===== src/rtl/zxuno_mem_pkg.sv =====
// Shared definitions for the SRAM arbiter: FSM states, SRAM geometry and
// the encoding that names which requester owns the current access.
package zxuno_mem_pkg;

   localparam int SRAM_AW = 19;

   typedef enum logic [1:0] {
      IDLE   = 2'd0,
      SETUP  = 2'd1,
      STROBE = 2'd2,
      DONE   = 2'd3
   } state_t;

   typedef enum logic {
      PORT_VID = 1'b0,
      PORT_CPU = 1'b1
   } port_t;

endpackage


===== src/rtl/sram_arbiter_if.sv =====
// Requester and SRAM pad signals of the arbiter. The slave modport is the
// arbiter itself; the master modport is everything around it.
interface sram_arbiter_if
   import zxuno_mem_pkg::*;
#(
   parameter int AW = SRAM_AW
);

   logic          vid_req;
   logic [AW-1:0] vid_addr;
   logic          vid_ack;
   logic          cpu_req;
   logic          cpu_we;
   logic [AW-1:0] cpu_addr;
   logic [7:0]    cpu_wdata;
   logic          cpu_ack;
   logic [7:0]    rdata;
   logic          busy;
   logic [AW-1:0] sram_addr;
   logic [7:0]    sram_data_in;
   logic [7:0]    sram_data_out;
   logic          sram_data_oe;
   logic          sram_we_n;

   modport master (
      output vid_req, vid_addr, cpu_req, cpu_we, cpu_addr, cpu_wdata,
             sram_data_in,
      input  vid_ack, cpu_ack, rdata, busy, sram_addr, sram_data_out,
             sram_data_oe, sram_we_n
   );

   modport slave (
      input  vid_req, vid_addr, cpu_req, cpu_we, cpu_addr, cpu_wdata,
             sram_data_in,
      output vid_ack, cpu_ack, rdata, busy, sram_addr, sram_data_out,
             sram_data_oe, sram_we_n
   );

endinterface


===== src/rtl/sram_arb_select.sv =====
// Winner selection between video and CPU, with a loss counter that forces a
// CPU grant after CPU_STARVE_MAX consecutive losses.
module sram_arb_select
   import zxuno_mem_pkg::*;
#(
   parameter int CPU_STARVE_MAX = 2
) (
   input  logic  clk,
   input  logic  rst_n,
   input  logic  vid_req,
   input  logic  cpu_req,
   input  logic  arbitrate,
   output logic  grant_valid,
   output port_t grant
);

   localparam logic [2:0] STARVE_LIMIT = 3'(CPU_STARVE_MAX);

   logic [2:0] loss_reg;
   logic [2:0] loss_next;

   always_comb begin
      grant_valid = vid_req | cpu_req;
      grant       = PORT_VID;
      if (cpu_req && (!vid_req || loss_reg == STARVE_LIMIT)) begin
         grant = PORT_CPU;
      end
   end

   // The count never passes the limit because reaching it hands the CPU the next grant.
   always_comb begin
      loss_next = loss_reg;
      if (arbitrate) begin
         if (!cpu_req || grant == PORT_CPU) begin
            loss_next = '0;
         end else if (loss_reg != STARVE_LIMIT) begin
            loss_next = loss_reg + 3'd1;
         end
      end
   end

   always_ff @(posedge clk or negedge rst_n) begin
      if (!rst_n) begin
         loss_reg <= '0;
      end else begin
         loss_reg <= loss_next;
      end
   end

endmodule


===== src/rtl/sram_arbiter.sv =====
// Two-port arbiter for the external SRAM. Every access runs SETUP, STROBE,
// DONE so the write strobe is never low while the address moves.
module sram_arbiter
   import zxuno_mem_pkg::*;
#(
   parameter int AW             = SRAM_AW,
   parameter int WAIT_STATES    = 0,
   parameter int CPU_STARVE_MAX = 2
) (
   input  logic           clk,
   input  logic           power_on_reset_n,
   sram_arbiter_if.slave  bus
);

   localparam logic [1:0] WS_LAST = 2'(WAIT_STATES);

   state_t        state_reg;
   state_t        state_next;
   logic [1:0]    wait_reg;
   port_t         port_reg;
   logic          we_reg;
   logic [AW-1:0] addr_reg;
   logic [7:0]    data_out_reg;
   logic          oe_reg;
   logic          we_n_reg;
   logic          vid_ack_reg;
   logic          cpu_ack_reg;
   logic [7:0]    rdata_reg;

   logic          arbitrate;
   logic          strobe_last;
   logic          grant_valid;
   port_t         grant;

   sram_arb_select #(
      .CPU_STARVE_MAX (CPU_STARVE_MAX)
   ) u_select (
      .clk         (clk),
      .rst_n       (power_on_reset_n),
      .vid_req     (bus.vid_req),
      .cpu_req     (bus.cpu_req),
      .arbitrate   (arbitrate),
      .grant_valid (grant_valid),
      .grant       (grant)
   );

   always_comb begin
      state_next  = state_reg;
      arbitrate   = 1'b0;
      strobe_last = 1'b0;
      case (state_reg)
         IDLE: begin
            arbitrate = 1'b1;
            if (grant_valid) begin
               state_next = SETUP;
            end
         end
         SETUP: begin
            state_next = STROBE;
         end
         STROBE: begin
            strobe_last = (wait_reg == WS_LAST);
            if (wait_reg == WS_LAST) begin
               state_next = DONE;
            end
         end
         DONE: begin
            state_next = IDLE;
         end
         default: begin
            state_next = IDLE;
         end
      endcase
   end

   always_ff @(posedge clk or negedge power_on_reset_n) begin
      if (!power_on_reset_n) begin
         state_reg    <= IDLE;
         wait_reg     <= '0;
         port_reg     <= PORT_VID;
         we_reg       <= 1'b0;
         addr_reg     <= '0;
         data_out_reg <= '0;
         oe_reg       <= 1'b0;
         we_n_reg     <= 1'b1;
         vid_ack_reg  <= 1'b0;
         cpu_ack_reg  <= 1'b0;
         rdata_reg    <= '0;
      end else begin
         state_reg   <= state_next;
         vid_ack_reg <= 1'b0;
         cpu_ack_reg <= 1'b0;
         case (state_reg)
            IDLE: begin
               if (grant_valid) begin
                  port_reg <= grant;
                  if (grant == PORT_CPU) begin
                     addr_reg     <= bus.cpu_addr;
                     we_reg       <= bus.cpu_we;
                     data_out_reg <= bus.cpu_wdata;
                     oe_reg       <= bus.cpu_we;
                  end else begin
                     // Video is read-only; its write operands do not exist.
                     addr_reg <= bus.vid_addr;
                     we_reg   <= 1'b0;
                     oe_reg   <= 1'b0;
                  end
               end
            end
            SETUP: begin
               wait_reg <= '0;
               we_n_reg <= ~we_reg;
            end
            STROBE: begin
               wait_reg <= wait_reg + 2'd1;
               if (strobe_last) begin
                  we_n_reg    <= 1'b1;
                  vid_ack_reg <= (port_reg == PORT_VID);
                  cpu_ack_reg <= (port_reg == PORT_CPU);
                  if (!we_reg) begin
                     rdata_reg <= bus.sram_data_in;
                  end
               end
            end
            DONE: begin
               // Data stays driven through DONE to give the SRAM write hold time.
               oe_reg <= 1'b0;
            end
            default: begin
            end
         endcase
      end
   end

   assign bus.vid_ack       = vid_ack_reg;
   assign bus.cpu_ack       = cpu_ack_reg;
   assign bus.rdata         = rdata_reg;
   assign bus.busy          = (state_reg != IDLE);
   assign bus.sram_addr     = addr_reg;
   assign bus.sram_data_out = data_out_reg;
   assign bus.sram_data_oe  = oe_reg;
   assign bus.sram_we_n     = we_n_reg;

endmodule

===== src/flat_wrapper.sv =====
// flat-port wrapper written by rule: the top's interface ports become plain ports
module sram_arbiter_flat import zxuno_mem_pkg::*;
#(
   parameter int AW             = SRAM_AW,
   parameter int WAIT_STATES    = 0,
   parameter int CPU_STARVE_MAX = 2
)
  (clk, power_on_reset_n, bus_vid_req, bus_vid_addr, bus_cpu_req, bus_cpu_we, bus_cpu_addr, bus_cpu_wdata, bus_sram_data_in, bus_vid_ack, bus_cpu_ack, bus_rdata, bus_busy, bus_sram_addr, bus_sram_data_out, bus_sram_data_oe, bus_sram_we_n);
  sram_arbiter_if #(.AW(AW)) bus_i ();
  input  logic clk;
  input  logic power_on_reset_n;
  input wire logic [$bits(bus_i.vid_req)-1:0] bus_vid_req;
  input wire logic [$bits(bus_i.vid_addr)-1:0] bus_vid_addr;
  input wire logic [$bits(bus_i.cpu_req)-1:0] bus_cpu_req;
  input wire logic [$bits(bus_i.cpu_we)-1:0] bus_cpu_we;
  input wire logic [$bits(bus_i.cpu_addr)-1:0] bus_cpu_addr;
  input wire logic [$bits(bus_i.cpu_wdata)-1:0] bus_cpu_wdata;
  input wire logic [$bits(bus_i.sram_data_in)-1:0] bus_sram_data_in;
  output wire logic [$bits(bus_i.vid_ack)-1:0] bus_vid_ack;
  output wire logic [$bits(bus_i.cpu_ack)-1:0] bus_cpu_ack;
  output wire logic [$bits(bus_i.rdata)-1:0] bus_rdata;
  output wire logic [$bits(bus_i.busy)-1:0] bus_busy;
  output wire logic [$bits(bus_i.sram_addr)-1:0] bus_sram_addr;
  output wire logic [$bits(bus_i.sram_data_out)-1:0] bus_sram_data_out;
  output wire logic [$bits(bus_i.sram_data_oe)-1:0] bus_sram_data_oe;
  output wire logic [$bits(bus_i.sram_we_n)-1:0] bus_sram_we_n;
  assign bus_i.vid_req = bus_vid_req;
  assign bus_i.vid_addr = bus_vid_addr;
  assign bus_i.cpu_req = bus_cpu_req;
  assign bus_i.cpu_we = bus_cpu_we;
  assign bus_i.cpu_addr = bus_cpu_addr;
  assign bus_i.cpu_wdata = bus_cpu_wdata;
  assign bus_i.sram_data_in = bus_sram_data_in;
  assign bus_vid_ack = bus_i.vid_ack;
  assign bus_cpu_ack = bus_i.cpu_ack;
  assign bus_rdata = bus_i.rdata;
  assign bus_busy = bus_i.busy;
  assign bus_sram_addr = bus_i.sram_addr;
  assign bus_sram_data_out = bus_i.sram_data_out;
  assign bus_sram_data_oe = bus_i.sram_data_oe;
  assign bus_sram_we_n = bus_i.sram_we_n;
  sram_arbiter #(.AW(AW), .WAIT_STATES(WAIT_STATES), .CPU_STARVE_MAX(CPU_STARVE_MAX)) u_core (.clk(clk), .power_on_reset_n(power_on_reset_n), .bus(bus_i));
endmodule

===== config.mk =====
export PLATFORM = sky130hd
export DESIGN_NAME = sram_arbiter_flat
export DESIGN_NICKNAME = d
export VERILOG_FILES = /design/src/rtl/zxuno_mem_pkg.sv /design/src/rtl/sram_arbiter_if.sv /design/src/rtl/sram_arb_select.sv /design/src/rtl/sram_arbiter.sv /design/src/flat_wrapper.sv
export SDC_FILE = /design/constraint.sdc
export NUM_CORES = 1
export LEC_CHECK = 0
export ABC_AREA = 1
export CAP_MARGIN = 20
export CORE_ASPECT_RATIO = 1.5
export CORE_MARGIN = 2
export CORE_UTILIZATION = 40
export CTS_BUF_LIST = sky130_fd_sc_hd__clkbuf_2 sky130_fd_sc_hd__clkbuf_4 sky130_fd_sc_hd__clkbuf_8
export CTS_CLUSTER_DIAMETER = 80
export DETAILED_ROUTE_END_ITERATION = 8
export GPL_TIMING_DRIVEN = 1
export MAX_ROUTING_LAYER = met4
export PLACE_DENSITY_LB_ADDON = 0.08
export SETUP_SLACK_MARGIN = 0.5
export SLEW_MARGIN = 20
export SYNTH_ARGS = -nofsm -noshare
export SYNTH_HDL_FRONTEND = slang
export SYNTH_SLANG_ARGS = --single-unit

===== constraint.sdc =====
create_clock -name clk -period 1.5 [get_ports clk]
set_input_delay 0.15 -clock clk [delete_from_list [all_inputs] [get_ports clk]]
set_output_delay 0.15 -clock clk [all_outputs]
set_load 0.05 [all_outputs]

==> out/metrics.yaml, run 1 <==
cts:
  clock_sinks: 48
  h-tree-depth: 2
  cts-root-buf: "clkbuf_8"
  cts_buffer_depth: 2
  cts_tree: "yes"
  clk_pin_slew_ns: 0.09
  worstSkewPairLatency_ns: 0.30
  numCtsBuffers: 5
yosys:
  synth_cell_types: 25
  syn_avg_cell_area_um2: 7.957
  ys_ff_latch: 48
  synth_area_um2: 2411
  synth_edf_count: 0
  yosysSeqAreaShare: 0.4987
  synthCells: 303
  synthFlopType: "dfrtp_1"
  syn_nets: 369
  synthArstFlopShare: 1.000
  synth_warnings: 0
routing:
  avgRoutedWirePerCell_um: 13.35
  via_count: 2483
  drt-total-wl_um: 6970
  via_per_inst: 4.757
  drc: 0
  final_antenna_net_count: 0
  dr.pass1.iters: 4
  drt-initial-drc-count: 97
power:
  cellLeakagePower_nw: 2.272
  power_density_nw_per_um2: 2289
  ir_worst_vdd_mv: 1.566
  p_total_mw: 10.05
layout:
  finish.utilization: 0.7531
  final_common_cell: "nand2_1"
  fin_cells: 522
  layout_common_cells: "85 x nand2_1, 57 x clkdlybuf4s50_1, 53 x inv_1"
  finalNetCount: 515
  largest_register_ffs: 19
  antenna_cells: 0
  drive_gt1_frac: 0.3756
  syn_to_final_growth_pct: 82.04
critical_path:
  reg2regPathDepth: 7
  start_kind: "flip-flop"
  crit_slowest_cell: "dfrtp_1"
  end_kind: "flip-flop"
  crit_start: "u_core.state_reg[0]"
  max_stage_delay_ns: 0.41
  crit_fanout: 8
  critPathArrivalTime_ns: 1.61
  crit_type: "flip-flop to flip-flop"
  required_ns: 1.70
  reg2reg_from: "u_core.state_reg[0]"
  path_cells: "inv_2 > ha_4 > nand2_4 > or2_4 > buf_12 > nand2_2 > o21ai_2"
sta:
  worstMarginPinSlew_ns: 0.2607
  slew_violations: 0
  rsz0062_at_grt: "yes"
  hold_viol_final: 0
  slew_headroom: 0.8262
  fin_tns_setup_ns: 0
  max_freq_mhz: 708.3
  fin_crit_ns: 1.412
  setup_viol: 0
  finalCritPeriodShare: 0.9413
  clock_skew_ns: 0.005626
min_path:
  min_path_type: "input pin to async pin"
grt:
  overflow: 0
  antenna_found_initial: 0
  grt_pass1_vias: 2458
  grt_max_degree: 49
  track_usage: 0.2268
  grt_pass1_wl_um: 11310
floorplanning:
  die_y_um: 99.09
  rows: 34
  initial_core_util: 0.4137
  die-area_um2: 6677
  design.core.area_um2: 5828
  die_w_um: 67.39
  boundaryPins: 99
placement:
  gp_congestion: 0.8376
  place_inst: 470
  hpwlAfterDp_um: 4288
  io_buffers: 98
flow_run:
  cap_violations: 0
status:
  status: "finished, final reports clean"
==> through the flow <==
| stage | hold slack [ns] | worst slack [ns] | cell area [µm²] |
|---|---|---|---|
| 6_report | 0.3526 | 0.08812 | 4389 |
| 5_1_grt | 0.3715 | 0.02178 | 4389 |
| 4_1_cts | 0.3660 | 0.1290 | 4208 |
| 3_5_place_dp | 0.1561 | -0.01725 | 3467 |
| 3_3_place_gp | 0.1559 | -0.006321 | 3467 |
| 2_1_floorplan | -0.1456 | 0.1191 | 2479 |
==> cells in the mapped netlist, drive strengths merged (6+ instances only) <==
library cell	n	share of area
nand3	43	0.091
nand2	103	0.17
inv	60	0.093
dfrtp	47	0.49
o21ai	16	0.046
nor2	6	0.0093
ha	7	0.036
buf	12	0.037
==> critical path, delay by kind of cell (launching register included) <==
kind / cells / cell delay (ns)
DFF: 1 / 0.41
and+or+nand+nor: 3 / 0.42
adders and majority gates: 1 / 0.16
AOI/OAI and AO/OA: 1 / 0.05
buffers and inverters: 2 / 0.27
==> cell type report <==
type / count / area (µm²)
multi-input combinational: 183 / 1165
clock inverter: 2 / 38.79
tap: 72 / 90.09
inverter: 60 / 245.2
timing repair inverter: 2 / 16.27
clock buffer: 6 / 82.58
fill: 431 / 1439
timing repair buffer: 149 / 1549
sequential: 48 / 1202
==> layer usage <==
layer	wire (µm)	share of wire	GRT usage	up-vias
met1	2576	0.37	0.2550	1191
met3	288	0.041	0.03196	12
met5	0	0	-	-
met2	3965	0.57	0.4090	70
li1	-	-	-	1210
met4	139	0.020	0.05965	0
==> final timing paths <==
| check | end | slack [ns] |
|---|---|---|
| setup / recovery | u_core.bus.rdata[6] | 0.09 |
| hold / removal | u_core.bus.sram_addr[11] | 0.35 |
| setup reg to reg | u_core.bus.rdata[6] | 0.09 |
| hold reg to reg | u_core.bus.vid_ack | 0.43 |
| max in group asynchronous | u_core.bus.sram_we_n | 0.87 |
| min in group clk | u_core.bus.sram_data_out[0] | 0.37 |
==> timing repair <==
item                                    4_1_cts  5_1_grt
hold buffers                                  1        0
setup buffers                                28       11
endpoints found under the setup margin       86       88
pin swaps                                    38       16
cloned                                        4        0
resized for setup                            90       25
endpoints found under the hold margin        47        0
==> where the power goes <==
| part | switching [mW] | internal [mW] | leakage, nW |
|---|---|---|---|
| sequential | 0.443 | 1.91 | 0.600 |
| clock | 0.441 | 0.545 | 0.0614 |
| combinational | 3.79 | 2.91 | 1.61 |
==> logic make-up (layout without fill, tap and decap cells) <==
group                      count (synthesis)  after routing  share of synthesized area
xor gates and xnor gates                   1              1                   0.003633
adders and majority gates                  7              7                    0.03632
and+or+nand+nor                          154            155                     0.2714
buffers and inverters                     73            219                     0.1318
DFF                                       48             48                     0.4987
AOI/OAI and AO/OA                         20             20                    0.05812
No activity file was read; power rests on OpenSTA's default activity.
==> run 2: changes to the inputs <==
--- a/config.mk
+++ b/config.mk
@@ -13,7 +13,7 @@
 export CTS_BUF_LIST = sky130_fd_sc_hd__clkbuf_2 sky130_fd_sc_hd__clkbuf_4 sky130_fd_sc_hd__clkbuf_8
 export CTS_CLUSTER_DIAMETER = 80
 export DETAILED_ROUTE_END_ITERATION = 8
-export GPL_TIMING_DRIVEN = 1
+export GPL_TIMING_DRIVEN = 0
 export MAX_ROUTING_LAYER = met4
 export PLACE_DENSITY_LB_ADDON = 0.08
 export SETUP_SLACK_MARGIN = 0.5
==> run 2 against run 1 <==
Effect of this change: the run now ends with hold timing left; via count fell by 4.7%; sequential power about the same; count of clock-buffer cells in the layout unchanged; clock skew about the same; power decreased by 1.1%; worst setup slack got worse by 0.030 ns; global-route usage down 2.2 points; die area unchanged; critical path depth rose by 2; register-to-register slack got worse by 0.03 ns; cell count grew 0.38%; fmax fell by 2.1%; critical path type unchanged.
==> out/metrics.yaml, run 2 (same netlist as run 1, synthesis figures left out) <==
min_path:
  min_path_type: "input pin to async pin"  # unchanged
critical_path:
  reg2reg_from: "u_core.state_reg[1]"  # was u_core.state_reg[0]
  critPathArrivalTime_ns: 1.64  # was 1.61 ns
  r2r-end: "u_core.bus.sram_data_out[2]"  # was u_core.bus.rdata[6]
  start_kind: "flip-flop"  # unchanged
  crit_type: "flip-flop to flip-flop"  # unchanged
  crit_path_end: "u_core.bus.sram_data_out[2]"  # was u_core.bus.rdata[6]
  max_stage_delay_ns: 0.40  # was 0.41 ns
  reg2reg_slack_ns: 0.06  # was 0.09 ns
  crit_slowest_cell: "dfrtp_1"  # unchanged
  critical_path_buf_inv_count: 5  # was 2
  crit_start: "u_core.state_reg[1]"  # was u_core.state_reg[0]
  reg2regPathDepth: 9  # was 7
  end_kind: "flip-flop"  # unchanged
  crit_family: "buffers and inverters"  # was simple AND/OR/NAND/NOR gates
  crit_fanout: 6  # was 8
  required_ns: 1.70  # about the same
  path_cells: "inv_2 > ha_4 > buf_8 > buf_4 > buf_6 > nand3_4 > clkinv_4 > nand2_2 > nand2_1"  # was inv_2 > ha_4 > nand2_4 > or2_4 > buf_12 > nand2_2 > o21ai_2
  crit_cells: 9  # was 7
routing:
  drt-initial-drc-count: 64  # was 97
  avgRoutedWirePerCell_um: 12.36  # was 13.35 µm
  drc: 0  # unchanged
  via_count: 2367  # was 2483
  dr.pass1.iters: 4  # unchanged
  drt-total-wl_um: 6475  # was 6970 µm
  final_antenna_net_count: 0  # unchanged
  via_per_inst: 4.517  # was 4.757
sta:
  slew_headroom: 0.5506  # was 0.8262
  fin_crit_ns: 1.442  # was 1.412 ns
  hold_viol_final: 27  # was 0
  setup_viol: 0  # unchanged
  slew_violations: 0  # unchanged
  clock_skew_ns: 0.005310  # was 0.005626 ns
  rsz0062_at_grt: "yes"  # unchanged
  max_freq_mhz: 693.7  # was 708.3 MHz
  worstMarginPinSlew_ns: 0.6740  # was 0.2607 ns
  hold_ws_ns: -0.1271  # was 0.3526 ns
  finalCritPeriodShare: 0.9610  # was 0.9413
cts:
  cts-root-buf: "clkbuf_8"  # unchanged
  clock_sinks: 48  # unchanged
  worstSkewPairLatency_ns: 0.30  # about the same
  clk_pin_slew_ns: 0.10  # was 0.09 ns
  cts_tree: "yes"  # unchanged
  cts_buffer_depth: 2  # unchanged
  h-tree-depth: 2  # unchanged
  numCtsBuffers: 5  # unchanged
floorplanning:
  boundaryPins: 99  # unchanged
  rows: 34  # unchanged
  initial_core_util: 0.4137  # unchanged
  die_w_um: 67.39  # unchanged
  design.core.area_um2: 5828  # unchanged
  die_y_um: 99.09  # unchanged
  die-area_um2: 6677  # unchanged
layout:
  antenna_cells: 0  # unchanged
  syn_to_final_growth_pct: 78.31  # was 82.04%
  finalNetCount: 517  # was 515
  layout_common_cells: "83 x nand2_1, 56 x clkdlybuf4s50_1, 52 x inv_1, 52 x buf_6, 47 x dfrtp_1"  # was 85 x nand2_1, 57 x clkdlybuf4s50_1, 53 x inv_1
  largest_register_ffs: 19  # unchanged
  multi_input_area_um2: 1086  # was 1165 µm²
  stdcell_area_um2: 4299  # was 4389 µm²
  drive_gt1_frac: 0.3385  # was 0.3756
  final_common_cell: "nand2_1"  # unchanged
  fillers: 445  # was 431
  seq_area_um2: 1202  # unchanged
  finish.utilization: 0.7377  # was 0.7531
status:
  violations: "hold timing"
  status: "finished with violations"  # was finished, final reports clean
placement:
  gp_congestion: 0.8052  # was 0.8376
  place_area_um2: 3562  # was 3467 µm²
  io_buffers: 97  # was 98
  hpwlAfterDp_um: 4401  # was 4288 µm
grt:
  grt_use_met3: 0.04338  # was 0.03196
  use_met2: 0.3709  # was 0.4090
  grt_pass1_vias: 2245  # was 2458
  use_met1: 0.2179  # was 0.2550
  overflow: 0  # unchanged
  busiest_layer: "met2"  # unchanged
  grt_max_degree: 29  # was 49
  antenna_found_initial: 0  # unchanged
  track_usage: 0.2048  # was 0.2268
  grt_pass1_wl_um: 10130  # was 11310 µm
flow_run:
  cap_violations: 0  # unchanged
power:
  power_density_nw_per_um2: 2312  # was 2289 nW/µm²
  p_total_mw: 9.941  # was 10.05 mW
  cellLeakagePower_nw: 2.276  # was 2.272 nW
  ir_worst_vdd_mv: 1.523  # was 1.566 mV
run 2: layout make-up:
| class | instances | share of cell area |
|---|---|---|
| inverter | 60 | 0.05588 |
| clock buffer | 6 | 0.01921 |
| multi-input combinational | 183 | 0.2526 |
| timing repair inverter | 1 | 0.001455 |
| clock inverter | 2 | 0.009022 |
| tap | 72 | 0.02095 |
| sequential | 48 | 0.2797 |
| timing repair buffer | 139 | 0.3297 |
| buffer | 13 | 0.03143 |
run 2: what timing repair did:
item / 4_1_cts / 5_1_grt
endpoints found under the hold margin: 27 / 27
setup endpoints to repair: 86 / 88
pin swaps: 8 / 6
gates resized for setup: 323 / 19
gates cloned: 3 / 0
buffers inserted: 25 / 15
run 2: stage by stage:
stage | std cells | setup slack, ns | setup TNS [ns]
floorplan | 303 | 0.1191 | 0
global placement | 472 | -1.146 | -54.64
detailed placement | 473 | -0.3051 | -0.3051
CTS | 509 | 0.06272 | 0
global route | 524 | 0.001781 | 0
finish | 524 | 0.05845 | 0
run 2: worst min path at each step:
stage | to | slack, ns | depth (start not counted)
finish | u_core.bus.sram_addr[11] | -0.13 | 1
global route | u_core.bus.sram_addr[14] | -0.07 | 1
CTS | u_core.bus.sram_addr[11] | -0.10 | 1
detailed placement | u_core.bus.sram_addr[11] | 0.23 | 1
global placement | u_core.bus.vid_ack | 0.41 | 1
floorplan | u_core.bus.cpu_ack | -0.15 | 0
run 2: worst reg2reg max path, delay by kind of cell (launching register included):
family                     cells  cell delay (ns)
DFF                            1             0.40
buffers and inverters          5             0.57
and+or+nand+nor                3             0.23
adders and majority gates      1             0.16
run 2: report_power, final:
part | internal (mW) | total [mW] | leakage [nW] | switching (mW)
Combinational | 2.91 | 6.60 | 1.61 | 3.69
Clock | 0.546 | 1.00 | 0.0614 | 0.459
Sequential | 1.91 | 2.34 | 0.600 | 0.425
Total | 5.37 | 9.94 | 2.28 | 4.57
run 2: metal layers:
metal | vias up | part of all wire
met5 | - | 0
met4 | 0 | 0.018
met3 | 8 | 0.054
met2 | 65 | 0.57
met1 | 1084 | 0.36
li1 | 1210 | -
